--- src/rtl/uart_pkg.sv ---
// Shared UART definitions: transmit FSM states, frame sizing, baud select
// codes and the parity helper used when building a frame.
package uart_pkg;

    localparam int FRAME_MAX = 12;

    typedef enum logic {
        IDLE,
        SEND
    } tx_state_t;

    typedef enum logic [1:0] {
        BAUD_9600   = 2'd0,
        BAUD_19200  = 2'd1,
        BAUD_57600  = 2'd2,
        BAUD_115200 = 2'd3
    } baud_select_t;

    // Parity covers only the bits actually sent; bit 7 is ignored in 7-bit mode.
    function automatic logic par_bit(input logic [7:0] data, input logic eight, input logic odd);
        logic [7:0] bits;
        bits = eight ? data : {1'b0, data[6:0]};
        return odd ? ~^bits : ^bits;
    endfunction

endpackage

--- src/rtl/uart_tx_framer.sv ---
// UART transmit framer: builds start/data/parity/stop frame and shifts it out
// one bit per baud 'shift' pulse onto a registered serial line.
module uart_tx_framer #(
    parameter int STOP_BITS = 1,
    parameter int FRAME_MAX = uart_pkg::FRAME_MAX
) (
    input  logic       clk,
    input  logic       rst,
    input  logic       load,
    input  logic [7:0] data,
    input  logic       eight,
    input  logic       parity_en,
    input  logic       ohel,
    input  logic       shift,
    output logic       shifting,
    output logic       tx,
    output logic       ready,
    output logic       done
);
    import uart_pkg::*;

    tx_state_t              state_reg;
    logic [FRAME_MAX-1:0]   frame_reg;
    logic [FRAME_MAX-1:0]   frame_load;
    logic [FRAME_MAX-1:0]   frame_next;
    logic [3:0]             bit_cnt_reg;
    logic [3:0]             last_idx_reg;
    logic [3:0]             last_idx_load;
    logic                   tx_reg;
    logic                   shifting_reg;
    logic                   ready_reg;
    logic                   done_reg;

    // Unused upper positions stay at one, so stop bits come for free.
    always_comb begin
        frame_load    = '1;
        frame_load[0] = 1'b0;
        for (int i = 0; i < 7; i++) begin
            frame_load[1+i] = data[i];
        end
        if (eight) begin
            frame_load[8] = data[7];
            if (parity_en) begin
                frame_load[9] = par_bit(data, eight, ohel);
            end
        end else if (parity_en) begin
            frame_load[8] = par_bit(data, eight, ohel);
        end
        last_idx_load = 4'(STOP_BITS) + (eight ? 4'd8 : 4'd7) + {3'b000, parity_en};
    end

    generate
        for (genvar gi = 0; gi < FRAME_MAX; gi++) begin : g_shift
            if (gi == FRAME_MAX - 1) begin : g_top
                assign frame_next[gi] = 1'b1;
            end else begin : g_mid
                assign frame_next[gi] = frame_reg[gi+1];
            end
        end
    endgenerate

    always_ff @(posedge clk or posedge rst) begin
        if (rst) begin
            state_reg    <= IDLE;
            frame_reg    <= '1;
            bit_cnt_reg  <= 4'd0;
            last_idx_reg <= 4'd0;
            tx_reg       <= 1'b1;
            shifting_reg <= 1'b0;
            ready_reg    <= 1'b1;
            done_reg     <= 1'b0;
        end else begin
            done_reg <= 1'b0;
            case (state_reg)
                IDLE: begin
                    if (load && ready_reg) begin
                        state_reg    <= SEND;
                        frame_reg    <= frame_load;
                        last_idx_reg <= last_idx_load;
                        bit_cnt_reg  <= 4'd0;
                        tx_reg       <= frame_load[0];
                        shifting_reg <= 1'b1;
                        ready_reg    <= 1'b0;
                    end
                end
                SEND: begin
                    if (shift) begin
                        if (bit_cnt_reg == last_idx_reg) begin
                            // Last stop bit time has elapsed: release the line.
                            state_reg    <= IDLE;
                            frame_reg    <= '1;
                            bit_cnt_reg  <= 4'd0;
                            tx_reg       <= 1'b1;
                            shifting_reg <= 1'b0;
                            ready_reg    <= 1'b1;
                            done_reg     <= 1'b1;
                        end else begin
                            frame_reg   <= frame_next;
                            tx_reg      <= frame_next[0];
                            bit_cnt_reg <= bit_cnt_reg + 4'd1;
                        end
                    end
                end
                default: begin
                    state_reg <= IDLE;
                end
            endcase
        end
    end

    assign tx       = tx_reg;
    assign shifting = shifting_reg;
    assign ready    = ready_reg;
    assign done     = done_reg;

endmodule

--- config.mk ---
export PLATFORM = sky130hd
export DESIGN_NAME = uart_tx_framer
export DESIGN_NICKNAME = d
export VERILOG_FILES = /design/src/rtl/uart_pkg.sv /design/src/rtl/uart_tx_framer.sv
export SDC_FILE = /design/constraint.sdc
export NUM_CORES = 1
export LEC_CHECK = 0
export BUFFER_PORTS_ARGS = -buffer_cell sky130_fd_sc_hd__buf_4
export CORE_UTILIZATION = 40
export DETAILED_ROUTE_END_ITERATION = 7
export GPL_ROUTABILITY_DRIVEN = 0
export PLACE_DENSITY_LB_ADDON = 0.1
export SLEW_MARGIN = 20
export SYNTH_ARGS = -nofsm -noshare
export SYNTH_HDL_FRONTEND = slang
export SYNTH_SLANG_ARGS = --single-unit
--- constraint.sdc ---
create_clock -name clk -period 1.5 [get_ports clk]
set_input_delay 0.15 -clock clk [delete_from_list [all_inputs] [get_ports clk]]
set_output_delay 0.15 -clock clk [all_outputs]
set_load 0.02 [all_outputs]
Word level (Yosys, flattened, before mapping)
Index checks and enable logic that the tools add are counted.
{ "totals": {"out_inout_bits": 4, "register_bits": 25, "ram_bits": 0, "wordCells": 54, "in_bits": 15, "romBits": 0, "memories": 0, "latch_bits": 0} }
{ "classes": {"shifts": 0, "multipliers": 0, "div": 0, "magnitude_cmp": 0, "addsub": 3, "eq_ne": 4, "bitwise_logic": 1, "mux": 32, "n_reduce_logical": 6} }
{ "op_table": {"columns": ["cell", "n"], "rows": [
  ["$mux 12", 2],
  ["$pmux 12 s2", 1],
  ["$mux 1", 18],
  ["$mux 4", 4],
  ["$mux 11", 1],
  ["$mux 8", 1],
  ["$pmux 1 s2", 4],
  ["$pmux 4 s2", 1],
  ["$reduce_xnor 8->1", 1],
  ["$reduce_xor 8->1", 1],
  ["$add 1x4->4 const A", 1],
  ["$add 4x1->4", 1],
  ["$add 4x1->4 const B", 1],
  ["$eq 4x4->1", 1],
  ["$ne 2x2->1 const B", 2],
  ["$reduce_and 2->1", 2],
  ["$reduce_and 3->1", 1],
  ["$ne 2x1->1 const B", 1],
  ["$logic_and 1x1->1", 1],
  ["$not 1->1", 1]
]} }

Longest topological paths before layout
{ "logic_depth": {"word_depth": 7, "ltp_mapped": 6, "mapped_depth_nobuf": 5} }

Worst setup path before layout
OpenSTA, ideal clock, no wires.
{ "synth_path": {"path_type": "reg2reg", "from": "register bit_cnt_reg[1]", "to": "register frame_reg[8]", "synth_period_minus_slack_ps": 1555, "required_time_ps": 1415, "path_buffers": 0, "stages_incl_launch_ff": 6, "slack_ps": -55, "t_arrival_ps": 1470, "setup_ps": 85, "cell_sequence": "dfrtp_1 xor2_1 or4_4 nand2_4 o221ai_2 o221ai_1"} }
{ "synth_between": {"elab_chain_cells": 4} }
{ "synth_rtl": {"columns": ["item", "line", "text"], "rows": [
  ["start, declared", "uart_tx_framer.sv:26", "logic [3:0] bit_cnt_reg;"],
  ["start signal, assigned", "uart_tx_framer.sv:100", "bit_cnt_reg <= bit_cnt_reg + 4'd1;"],
  ["$eq 4x4->1", "uart_tx_framer.sv:88", "if (bit_cnt_reg == last_idx_reg) begin"],
  ["$mux 11", "uart_tx_framer.sv:88", null],
  ["$mux 12", "uart_tx_framer.sv:87", "if (shift) begin"],
  ["$pmux 12 s2", "uart_tx_framer.sv:74", "case (state_reg)"],
  ["end signal, assigned", "uart_tx_framer.sv:78", "frame_reg <= frame_load;"],
  ["end signal, assigned", "uart_tx_framer.sv:98", "frame_reg <= frame_next;"],
  ["end, declared", "uart_tx_framer.sv:23", "logic [FRAME_MAX-1:0] frame_reg;"]
]} }
No other way between the ends. The select of a mux whose other input is x is not followed.
A chain may end at the register's enable or synchronous reset.

Final worst setup path
Same ends and word-level chain as after synthesis.

==> summary.md <==
| Metric | Value |
|---|---|
| Die W | 54.4 um |
| Post-Route Utilization | 57.8% |
| Row cnt | 18 |
| Most frequent cells in the layout | buf_4 (30), nand2_1 (18), dfrtp_1 (11), dfstp_2 (11), xnor2_1 (8) |
| Post-DP Area | 1340 um^2 |
| Critical Path Max Stage Delay | 0.59 ns |
| RSZ-0062 raised after global routing | true |
| Status | finished with violations |
| Setup CP Type | reg2reg |
| Worst-Skew Late Latency | 0.32 ns |
| Peak supply drop | 1.08 mV |
| Slew HR | 68.8% |
| Max Clk Rate | 620 MHz |
| Register bit total from synthesis | 22 |
| Largest register FFs | 9 |
| Post-Syn Area | 1100 um^2 |
| Maxcap violations | 0 |
| Synth warn | 0 |
| Root Buffer | clkbuf_4 |
| Total CTS buffers | 3 |
| Period minus WS final | 1.61 ns |
| Final nets | 161 |
| CTS tree | yes |
| Clk slew on worst S/H paths | 0.14 ns |
| Post-Syn Nets | 127 |
| Routed wire per std cell | 13.4 um |
| Drt first pass iters | 4 |
| Sequential fraction of the synthesis area | 51.3% |
| Critical Path AT | 1.87 ns |
| Crit share post-route | 107% |
| Initial core utilization | 43.2% |
| Vias | 880 |
| Failing checks | negative setup slack |
| H-Tree Depth | 1 |
| Synth-to-Final Area Change | 33.8% |
| Clock skew | 0.0155 ns |
| Worst Path Max Fanout | 8 |
| Initial antenna violation count | 0 |
| Die Ht | 54.4 um |
| Final Max Slew Viols | 0 |
| Dpl ws | -0.103 ns |
| Leakage power | 0.718 nW |
| Critical path startpoint category | register |
| Total GRT Usage | 18.9% |
| Number of global-route vias before repair | 839 |
| DRC violations left | 0 |
| IO Pins | 19 |
| Hold crit path type | in2reg |
| CP cell instances | xor2_1 > or4_4 > nand2_8 > o221ai_2 > o221ai_2 |
| Setup-failing EPs final | 13 |
| Clk sink count | 22 |
| Layout cells sized above 1 | 40.8% |
| Final instance area | 1470 um^2 |
| Syn Inst Count | 109 |
| Largest net degree at the start of global routing | 23 |
| Avg Inst Size Synth | 10.1 um^2 |
| Commonest non-fill, non-tap cell in the layout | buf_4 |
| WP data required | 1.76 ns |
| Delay-heaviest family, CP | simple AND/OR/NAND/NOR gates |
| CP Buf/Inv Count | 0 |
| Die footprint | 2960 um^2 |
| Worst Setup End Kind | register |
| Final count of hold timing violations | 0 |
| Yosys cell types | 28 |
| Vias per inst | 5.12 |
| HPWL after DPL | 1.65 mm |
| Power density cells | 798 nW/um^2 |
| Port buffer count | 18 |
| Final WL | 2.30 mm |
| Global route overflow | 0 |
| DRT antenna net count | 0 |
| Diode count | 0 |
| Detailed Route Iter0 Violations | 15 |
| First-pass GRT wire length | 3.88 mm |
| Maximum root-to-sink buffer count | 2 |
| Slew at the pin with the worst max-slew slack | 0.468 ns |
| Slowest cell on crit path | or4_4 |
| CP most frequent cell | o221ai_2 |
| Setup ws final | -0.112 ns |
| Core Area | 2540 um^2 |
==> stage by stage <==
step | instances | hold slack [ns] | total power [mW] | TNS (ns)
global placement | 165 | 0.210 | 0.716 | -0.370
CTS | 170 | 0.00436 | 1.18 | -0.734
floorplan | 109 | 0.131 | 0.668 | -0.00838
detailed placement | 165 | 0.210 | 0.718 | -0.694
finish | 172 | 0.0393 | 1.17 | -0.994
global route | 172 | 0.0253 | 1.23 | -2.08
==> layout make-up <==
| class | count | area, um^2 |
|---|---|---|
| Fill cell | 228 | 1070 |
| Sequential cell | 22 | 564 |
| Multi-Input combinational cell | 80 | 549 |
| Timing Repair Buffer | 33 | 256 |
| Tap cell | 30 | 37.5 |
| Clock inverter | 1 | 30.0 |
| Clock buffer | 3 | 22.5 |
| Inverter | 3 | 11.3 |
==> synth_stat cells (all sizes together) <==
cell type  instances  share of area [%]
nand2             19                7.2
dfrtp             11                 25
dfstp             11                 26
nor2               9                3.1
o21ai              9                4.1
xnor2              8                6.4
o22ai              7                4.0
xor2               5                4.0
a21oi              3                1.4
ha                 3                3.4
inv                3                1.0
a21o               2                1.4
a22o               2                1.6
buf                2                1.1
clkbuf             2               0.68
nand3              2               0.91
nor3               2               0.91
o221ai             2                2.2
a41oi              1               0.80
and3               1               0.57
mux2               1                1.0
mux2i              1               0.91
nor4               1               0.57
or2                1               0.57
or4                1                1.0
==> power breakdown <==
part	switching [mW]	leakage [nW]	internal, mW	total (mW)
registers	0	0.267	0.595	0.595
clock network	0.190	0.0279	0.270	0.460
logic	0.0557	0.423	0.0643	0.120
total	0.245	0.718	0.929	1.17
==> what timing repair did <==
item,in CTS,in global routing
hold buffers,1,1
endpoints found under the setup margin,12,17
resized for setup,11,6
buffers inserted,0,1
pin swaps,8,8
endpoints found under the hold margin,11,1
==> logic make-up after synthesis <==
family / share of synthesized area [%]
buffers and inverters: 2.84
AO/OA/AOI/OAI: 15.4
multiplexers: 1.93
XOR/XNOR: 10.4
AND/OR/NAND/NOR: 14.8
adder cells (fa/ha/maj): 3.41
flip-flops: 51.3
==> layer usage <==
metal / global-route usage [%] / routed length (um) / up-vias
li1: - / - / 445
met1: 26.3 / 1180 / 416
met2: 28.7 / 1000 / 17
met3: 5.83 / 105 / 2
met4: 3.85 / 15 / 0
met5: 0 / 0 / -
==> worst paths after layout <==
kind | startpoint | endpoint | slack [ns] | depth (start not counted)
max in group asynchronous | rst | frame_reg[7] | 0.79 | 4
worst max register to register | bit_cnt_reg[1] | frame_reg[8] | -0.11 | 5
worst min register to register | frame_reg[3] | frame_reg[3] | 0.47 | 2
worst min-delay path | eight | frame_reg[9] | 0.04 | 2
min in group asynchronous | rst | done | 0.41 | 4
worst max-delay path | bit_cnt_reg[1] | frame_reg[8] | -0.11 | 5
(Power assumes the default switching activity.)
